`src/rtl/uart_alu_ctrl.sv`:
```
// Sequences UART bytes into ALU operands/opcode, launches the result back out
// through the transmitter, and flags timeouts, illegal opcodes and overruns.
module uart_alu_ctrl #(
  parameter int NB_DATA        = 8,
  parameter int NB_OP          = 6,
  parameter int TIMEOUT_CYCLES = 1000000
) (
  input  logic               i_clock,
  input  logic               i_reset,
  input  logic [NB_DATA-1:0] i_rx_data,
  input  logic               i_rx_valid,
  input  logic [NB_DATA-1:0] i_alu_result,
  input  logic               i_tx_done,
  output logic [NB_DATA-1:0] o_data_a,
  output logic [NB_DATA-1:0] o_data_b,
  output logic [NB_OP-1:0]   o_op,
  output logic [NB_DATA-1:0] o_tx_data,
  output logic               o_tx_start,
  output logic               o_busy,
  output logic               o_error,
  output logic               o_overrun
);

  localparam int NB_CNT = (TIMEOUT_CYCLES > 1) ? $clog2(TIMEOUT_CYCLES) : 1;
  localparam logic [NB_CNT-1:0] CNT_MAX = NB_CNT'(TIMEOUT_CYCLES - 1);

  localparam logic [2:0] ST_WAIT_A  = 3'd0;
  localparam logic [2:0] ST_WAIT_B  = 3'd1;
  localparam logic [2:0] ST_WAIT_OP = 3'd2;
  localparam logic [2:0] ST_EXEC    = 3'd3;
  localparam logic [2:0] ST_SEND    = 3'd4;
  localparam logic [2:0] ST_WAIT_TX = 3'd5;

  logic [2:0]        state;
  logic [NB_CNT-1:0] timeout_count;
  logic              op_legal;
  logic              timeout_hit;

  always_comb begin
    op_legal = 1'b0;
    case (i_rx_data[NB_OP-1:0])
      NB_OP'(6'b100000), NB_OP'(6'b100010), NB_OP'(6'b100100),
      NB_OP'(6'b100101), NB_OP'(6'b100110), NB_OP'(6'b000011),
      NB_OP'(6'b000010), NB_OP'(6'b100111): op_legal = 1'b1;
      default:                              op_legal = 1'b0;
    endcase
  end

  assign o_busy      = (state == ST_EXEC) || (state == ST_SEND) || (state == ST_WAIT_TX);
  assign timeout_hit = (timeout_count == CNT_MAX);

  // A byte arriving on the timeout cycle wins over the timeout because rx_valid is tested first.
  always_ff @(posedge i_clock) begin
    if (i_reset) begin
      state         <= ST_WAIT_A;
      timeout_count <= '0;
      o_data_a      <= '0;
      o_data_b      <= '0;
      o_op          <= '0;
      o_tx_data     <= '0;
      o_tx_start    <= 1'b0;
      o_error       <= 1'b0;
      o_overrun     <= 1'b0;
    end else begin
      o_tx_start <= 1'b0;
      o_error    <= 1'b0;
      o_overrun  <= i_rx_valid && o_busy;
      case (state)
        ST_WAIT_A: begin
          timeout_count <= '0;
          if (i_rx_valid) begin
            o_data_a <= i_rx_data;
            state    <= ST_WAIT_B;
          end
        end
        ST_WAIT_B: begin
          if (i_rx_valid) begin
            o_data_b      <= i_rx_data;
            timeout_count <= '0;
            state         <= ST_WAIT_OP;
          end else if (timeout_hit) begin
            o_error       <= 1'b1;
            timeout_count <= '0;
            state         <= ST_WAIT_A;
          end else begin
            timeout_count <= timeout_count + 1'b1;
          end
        end
        ST_WAIT_OP: begin
          if (i_rx_valid) begin
            timeout_count <= '0;
            if (op_legal) begin
              o_op  <= i_rx_data[NB_OP-1:0];
              state <= ST_EXEC;
            end else begin
              o_error <= 1'b1;
              state   <= ST_WAIT_A;
            end
          end else if (timeout_hit) begin
            o_error       <= 1'b1;
            timeout_count <= '0;
            state         <= ST_WAIT_A;
          end else begin
            timeout_count <= timeout_count + 1'b1;
          end
        end
        ST_EXEC: begin
          o_tx_data  <= i_alu_result;
          o_tx_start <= 1'b1;
          state      <= ST_SEND;
        end
        ST_SEND: begin
          state <= ST_WAIT_TX;
        end
        ST_WAIT_TX: begin
          if (i_tx_done) begin
            state <= ST_WAIT_A;
          end
        end
        default: begin
          timeout_count <= '0;
          state         <= ST_WAIT_A;
        end
      endcase
    end
  end

endmodule

```
`config.mk`:
```
export PLATFORM = sky130hd
export DESIGN_NAME = uart_alu_ctrl
export DESIGN_NICKNAME = d
export VERILOG_FILES = /design/src/rtl/uart_alu_ctrl.sv
export SDC_FILE = /design/constraint.sdc
export NUM_CORES = 1
export LEC_CHECK = 0
export BUFFER_PORTS_ARGS = -buffer_cell sky130_fd_sc_hd__buf_2
export CORE_MARGIN = 2
export CORE_UTILIZATION = 30
export DETAILED_ROUTE_END_ITERATION = 8
export GPL_ROUTABILITY_DRIVEN = 0
export GPL_TIMING_DRIVEN = 0
export PLACE_DENSITY_LB_ADDON = 0.12
export SYNTH_ARGS = -nofsm -noshare
export SYNTH_HDL_FRONTEND = slang
export SYNTH_SLANG_ARGS = --single-unit
```
`constraint.sdc`:
```
create_clock -name i_clock -period 3.2 [get_ports i_clock]
set_clock_uncertainty 0.2 [all_clocks]
set_input_delay 0.16 -clock i_clock [delete_from_list [all_inputs] [get_ports i_clock]]
set_output_delay 0.16 -clock i_clock [all_outputs]
set_load 0.005 [all_outputs]
```
==> results of run 1 <==
routing by layer:
| layer | vias up | wire, µm |
|---|---|---|
| li1 | 1112 | - |
| met1 | 974 | 2799 |
| met2 | 31 | 2721 |
| met3 | 5 | 219 |
| met5 | - | 0 |
| met4 | 0 | 61 |
path summary, 6_finish.rpt:
kind                            slack (ns)                startpoint                        endpoint
worst max-delay path                  1.00     state[0]$_SDFFE_PP0P_  timeout_count[11]$_SDFFE_PP0P_
worst min-delay path                 0.009                   i_reset  timeout_count[10]$_SDFFE_PP0P_
worst max register to register        1.00     state[0]$_SDFFE_PP0P_  timeout_count[11]$_SDFFE_PP0P_
worst min register to register        0.26  o_data_b[1]$_SDFFE_PP0P_        o_data_b[1]$_SDFFE_PP0P_
state kept, by name, summed over array words and instances, names as in the netlist:
name and count:
timeout_count 20, o_data_a 8, o_data_b 8, o_tx_data 8
o_op 6, state 3, o_error 1, o_overrun 1
o_tx_start 1
synth_stat cells (2+ instances only):
cell | count | area (µm²)
nand2b_1 | 4 | 25.02
and4b_1 | 2 | 20.02
nor3_1 | 5 | 25.02
clkbuf_1 | 5 | 18.77
nor2b_1 | 4 | 25.02
nor4_1 | 2 | 12.51
xor2_1 | 13 | 113.9
nand3_1 | 6 | 30.03
buf_2 | 2 | 10.01
nand2_1 | 61 | 229.0
a221oi_1 | 3 | 26.28
o21ai_0 | 5 | 25.02
nor3b_1 | 2 | 15.01
nor2_4 | 2 | 22.52
and3_1 | 2 | 12.51
a21boi_0 | 2 | 15.01
xnor2_1 | 3 | 26.28
dfxtp_1 | 56 | 1121
nor2_1 | 34 | 127.6
and3b_1 | 2 | 17.52
mux2i_1 | 5 | 50.05
a21oi_1 | 28 | 140.1
nand4_1 | 10 | 62.56
or4_1 | 2 | 15.01
area by class of cell:
cell class,count,area [µm²]
clock buffer,6,82.58
multi-input combinational,212,1191
clock inverter,2,15.01
buffer,9,47.55
sequential,56,1121
fill,835,4649
inverter,2,7.507
timing repair buffer,71,445.4
tap,102,127.6
stage by stage:
step	instance area, µm²	std cells	util	hold WS (ns)
2_1_floorplan	2367	279	-	0.08579
3_3_place_gp	2760	434	0.3590	0.2031
3_5_place_dp	2760	434	0.3590	0.2063
4_1_cts	3038	460	0.3952	0.01166
5_1_grt	3038	460	0.3952	0.03083
6_report	3038	460	0.3952	0.009331
worst register-to-register path, delay by kind of cell, from the launching register on:
| family | cells | cell delay, ns |
|---|---|---|
| and+or+nand+nor | 4 | 1.28 |
| DFF | 1 | 0.32 |
| xor gates and xnor gates | 1 | 0.17 |
| buffers and inverters | 1 | 0.13 |
logic make-up after synthesis:
group / count (synthesis) / synth area share
compound gates: 44 / 0.1136
xor+xnor: 16 / 0.05920
fa+ha+maj: 1 / 0.005285
buf+inv: 11 / 0.02325
flops: 56 / 0.4736
mux: 5 / 0.02114
simple gates: 146 / 0.3039
report_power, final:
group          switching (mW)  leakage (nW)  internal (mW)
Clock                   0.237        0.0434          0.176
Sequential             0.0102         0.453          0.716
Combinational          0.0839         0.718         0.0660
==> impl_metrics.yaml, run 1 <==
setup_path:
  crit_fanout: 10
  cp.required_ns: 3.21
  rr_worst_depth: 6
  cp.arrival_ns: 2.21
  path_class: "flip-flop to flip-flop"
  worst-path-stages: 6
  worstSetupStartpointType: "flip-flop"
  path_cells: "buf_6, and3b_4, nor3_1, nand4_1, xor2_1, nor2_1"
  end_kind: "flip-flop"
  slowest_delay_ns: 0.81
  cp_top_family: "simple AND/OR/NAND/NOR gates"
  cp_slowest_cell: "nor3_1"
  cp.buffers_inverters: 1
global_route:
  antenna_found_initial: 0
  busiest_layer: "met2"
  grtUsageMet1: 0.1747
  grtUsageMet3: 0.02848
  grt_first_pass_wirelength_um: 9673
  grt.total_usage: 0.1401
  grt_pass1_vias: 2091
  grt_max_degree: 18
  met2_usage: 0.2415
  grt_overflow: 0
power:
  p_total_mw: 1.289
  power_density_nw_per_um2: 424.2
  power_leakage_nw: 1.215
  max-vdd-ir-drop_uv: 156.9
drt:
  drc: 0
  viasPerCell: 4.613
  drtAntennaViolNets: 0
  vias: 2122
  drt-initial-drc-count: 79
  drt_pass1_iterations: 4
  avgRoutedWirePerCell_um: 12.61
  wl_um: 5801
die:
  core_area_um2: 7687
  fp.dieH_um: 92.83
  die_area_um2: 8617
  die_w_um: 92.83
  fp-row-count: 32
  start_util: 0.3079
  io_pins: 54
timing:
  tns_ns: 0
  hold_violations: 0
  layout_setup_ws_ns: 1.002
  slew_headroom: 0.3370
  worst_pin_slew_ns: 0.9869
  setup_viol: 0
  rsz0062_at_grt: "no"
  timing.final.crit_share: 0.6868
  fin_crit_ns: 2.198
  maxSlewViolCount: 0
  max_freq_ghz: 0.4550
logic_synthesis:
  yosys_register_bits: 56
  avgSynthCellArea_um2: 8.485
  netlist_area_um2: 2367
  ys_seq_area_frac: 0.4736
  synthArstFlopShare: 0
  syn_inst: 279
  ys_warn_count: 0
  synth-main-ff-cell: "dfxtp_1"
  synth_enable_flop_cells: 0
  syn_nets: 300
  ys_types: 43
run_status:
  outcome: "complete, no violations"
final_layout:
  synthToLayoutAreaGrowth_pct: 28.33
  layout_common_cells: "nand2_1, dfxtp_1, buf_2, nor2_1, a21oi_1"
  drive_above_1_share: 0.2067
  nNetsFinal: 378
  num_antenna_cells: 0
  layout_commonest_cell: "nand2_1"
placed_design:
  io_buffers: 53
  dp_hpwl_um: 4088
  dp_slack_ns: 1.024
clock_tree:
  ctsResizeCount: 0
  cts_sinks: 56
  cts_tree: "done"
  cts_max_path_buffers: 2
  htree_levels: 2
  root_buffer: "clkbuf_8"
  clk_pin_slew_worst_paths_ns: 0.11
  clock_latency_ns: 0.31
  cts_hold_buf: 18
  post_cts_buffers: 0
  cts_buffers: 5
job:
  drv_cap: 0
min_path:
  holdPathStages: 4
  hold_class: "input port to flip-flop"
No activity file was read; power rests on OpenSTA's default activity.
==> inputs of run 2 (changes only) <==
Clock period 3.2 ns to 1.8 ns, I/O delays scaled along.
==> run 2 against run 1 <==
  * Total power rose by 92%
  * Largest cell class unchanged
  * Die area did not move
  * Wire length rose by 7.1%
  * Via count rose by 5.7%
  * Sequential share of layout area fell by 2.7 points
  * Combinational power rose by 100%
  * Critical endpoint is now state[1]$_SDFFE_PP0P_
  * Core utilization rose by 4.0 points
  * First-iteration DRC count fell by 2.5%
==> impl_metrics.yaml, run 2 (same netlist as run 1, synthesis figures left out) <==
run_status:
  outcome: "complete, no violations"
timing:
  rsz0062_at_grt: "yes"
  fin_crit_ns: 1.793
  maxSlewViolCount: 0
  setup_viol: 0
  layout_setup_ws_ns: 0.007450
  worst_pin_slew_ns: 0.5814
  max_freq_ghz: 0.5579
  timing.final.crit_share: 0.9959
  slew_headroom: 0.6109
  hold_violations: 0
drt:
  wl_um: 6213
  drt_pass1_iterations: 4
  vias: 2244
  drtAntennaViolNets: 0
  viasPerCell: 4.704
  avgRoutedWirePerCell_um: 13.03
  drc: 0
  drt-initial-drc-count: 77
clock_tree:
  cts_max_path_buffers: 2
  cts_sinks: 56
  root_buffer: "clkbuf_8"
  cts_buffers: 5
  clock_latency_ns: 0.31
  htree_levels: 2
  cts_tree: "done"
  clk_pin_slew_worst_paths_ns: 0.10
job:
  drv_cap: 0
min_path:
  min_to: "timeout_count[10]$_SDFFE_PP0P_"
  holdPathStages: 5
  hold_class: "input port to flip-flop"
  hold_start: "i_reset"
placed_design:
  place_area_um2: 2775
  dp_slack_ns: -0.4169
  dp_hpwl_um: 4164
  dp.cells: 434
  io_buffers: 53
global_route:
  grt_first_pass_wirelength_um: 9742
  grt_pass1_vias: 2043
  grt_max_degree: 18
  antenna_found_initial: 0
  grt_overflow: 0
  grt.total_usage: 0.1402
final_layout:
  regMostFlops: "timeout_count"
  layout_common_cells: "nand2_1, buf_2, dfxtp_1, nor2_1, a21oi_1"
  nNetsFinal: 395
  num_antenna_cells: 0
  fin_cells: 477
  fin_area_um2: 3344
  synthToLayoutAreaGrowth_pct: 41.28
  drive_above_1_share: 0.3173
  largest_register_ffs: 20
  layout_commonest_cell: "nand2_1"
setup_path:
  end_kind: "flip-flop"
  path_class: "input port to flip-flop"
  r2r-end: "timeout_count[10]$_SDFFE_PP0P_"
  rr_worst_depth: 6
  path_cells: "dlygate4sd3_1, buf_2, nand2b_1, a22o_1, a21boi_0, nor2_1, a32o_1"
  cp_top_family: "compound AO/OA/AOI/OAI gates"
  cp_slowest_cell: "dlygate4sd3_1"
  slowest_delay_ns: 0.53
  worstSetupStartpointType: "input port"
  reg2reg_from: "timeout_count[1]$_SDFFE_PP0P_"
  crit_fanout: 5
  cp.buffers_inverters: 2
  reg2reg_slack_ns: 0.007
  cp.required_ns: 1.81
  cp.arrival_ns: 1.80
die:
  die_area_um2: 8617
  start_util: 0.3079
  fp.dieH_um: 92.83
  die_w_um: 92.83
  fp-row-count: 32
  io_pins: 54
  core_area_um2: 7687
power:
  max-vdd-ir-drop_uv: 328.1
  power_density_nw_per_um2: 738.5
  power_leakage_nw: 1.336
-- run 2: cell types whose count changed in the layout (fill, tap and decap cells not counted), sizes merged --
cell | previous run | this run
buf | 57 | 74
clkinv | 0 | 1
clkinvlp | 2 | 0
bufinv | 0 | 1
-- run 2: report_power, final --
part | switching (mW) | internal (mW) | total, mW
registers | 0.0239 | 1.27 | 1.29
logic | 0.162 | 0.144 | 0.306
clock network | 0.413 | 0.456 | 0.869
total | 0.599 | 1.87 | 2.47
-- run 2: how the worst max path moves through the flow --
stage / from / endpoint / slack [ns] / cells past startpoint
after floorplan: timeout_count[1]$_SDFFE_PP0P_ / timeout_count[10]$_SDFFE_PP0P_ / -0.01 / 6
after global placement: state[0]$_SDFFE_PP0P_ / timeout_count[11]$_SDFFE_PP0P_ / -0.45 / 6
after detailed placement: state[0]$_SDFFE_PP0P_ / timeout_count[11]$_SDFFE_PP0P_ / -0.42 / 6
after CTS: state[1]$_SDFFE_PP0P_ / timeout_count[10]$_SDFFE_PP0P_ / -0.0002 / 5
after global routing: state[2]$_SDFFE_PP0P_ / o_data_a[7]$_SDFFE_PP0P_ / -0.07 / 5
final: i_rx_data[2] / state[1]$_SDFFE_PP0P_ / 0.007 / 7
-- run 2: final cells by class --
type                            count  area (µm²)
Inverter                            2       7.507
Buffer                              8       48.80
Timing Repair Buffer               89       595.6
Clock buffer                        6       82.58
Clock inverter                      2       38.79
Tap cell                          102       127.6
Fill cell                         809        4343
Multi-Input combinational cell    212        1299
Sequential cell                    56        1145
-- run 2: what timing repair did --
item,4_1_cts,5_1_grt
resized for setup,24,22
hold endpoints to repair,33,0
buffers inserted,8,9
pin swaps,6,13
gates cloned,0,1
hold buffers,18,0
endpoints found under the setup margin,36,43
-- run 2: routing by layer --
layer / up-vias / track usage / routed length [µm]
li1: 1146 / - / -
met1: 1065 / 0.1849 / 2925
met2: 31 / 0.2391 / 3057
met3: 2 / 0.02848 / 194
met4: 0 / 0.02574 / 36
met5: - / 0 / 0
-- run 2: worst register-to-register path, stage by stage, from the launching register on --
cell	delay, ns
dfxtp_4	0.39
ha_4	0.15
nand2_2	0.06
nor3_4	0.22
nand2_2	0.08
or4b_4	0.52
a21oi_2	0.12
-- run 2: per-stage QoR --
stage	total power, mW	utilization	hold slack (ns)	TNS [ns]
floorplan	1.461	-	0.01579	-0.01267
global placement	1.561	0.3610	0.1374	-7.303
detailed placement	1.564	0.3610	0.1409	-7.593
CTS	2.487	0.4176	0.009830	-0.0002023
global route	2.587	0.4351	0.03486	-1.104
finish	2.470	0.4351	0.03317	0
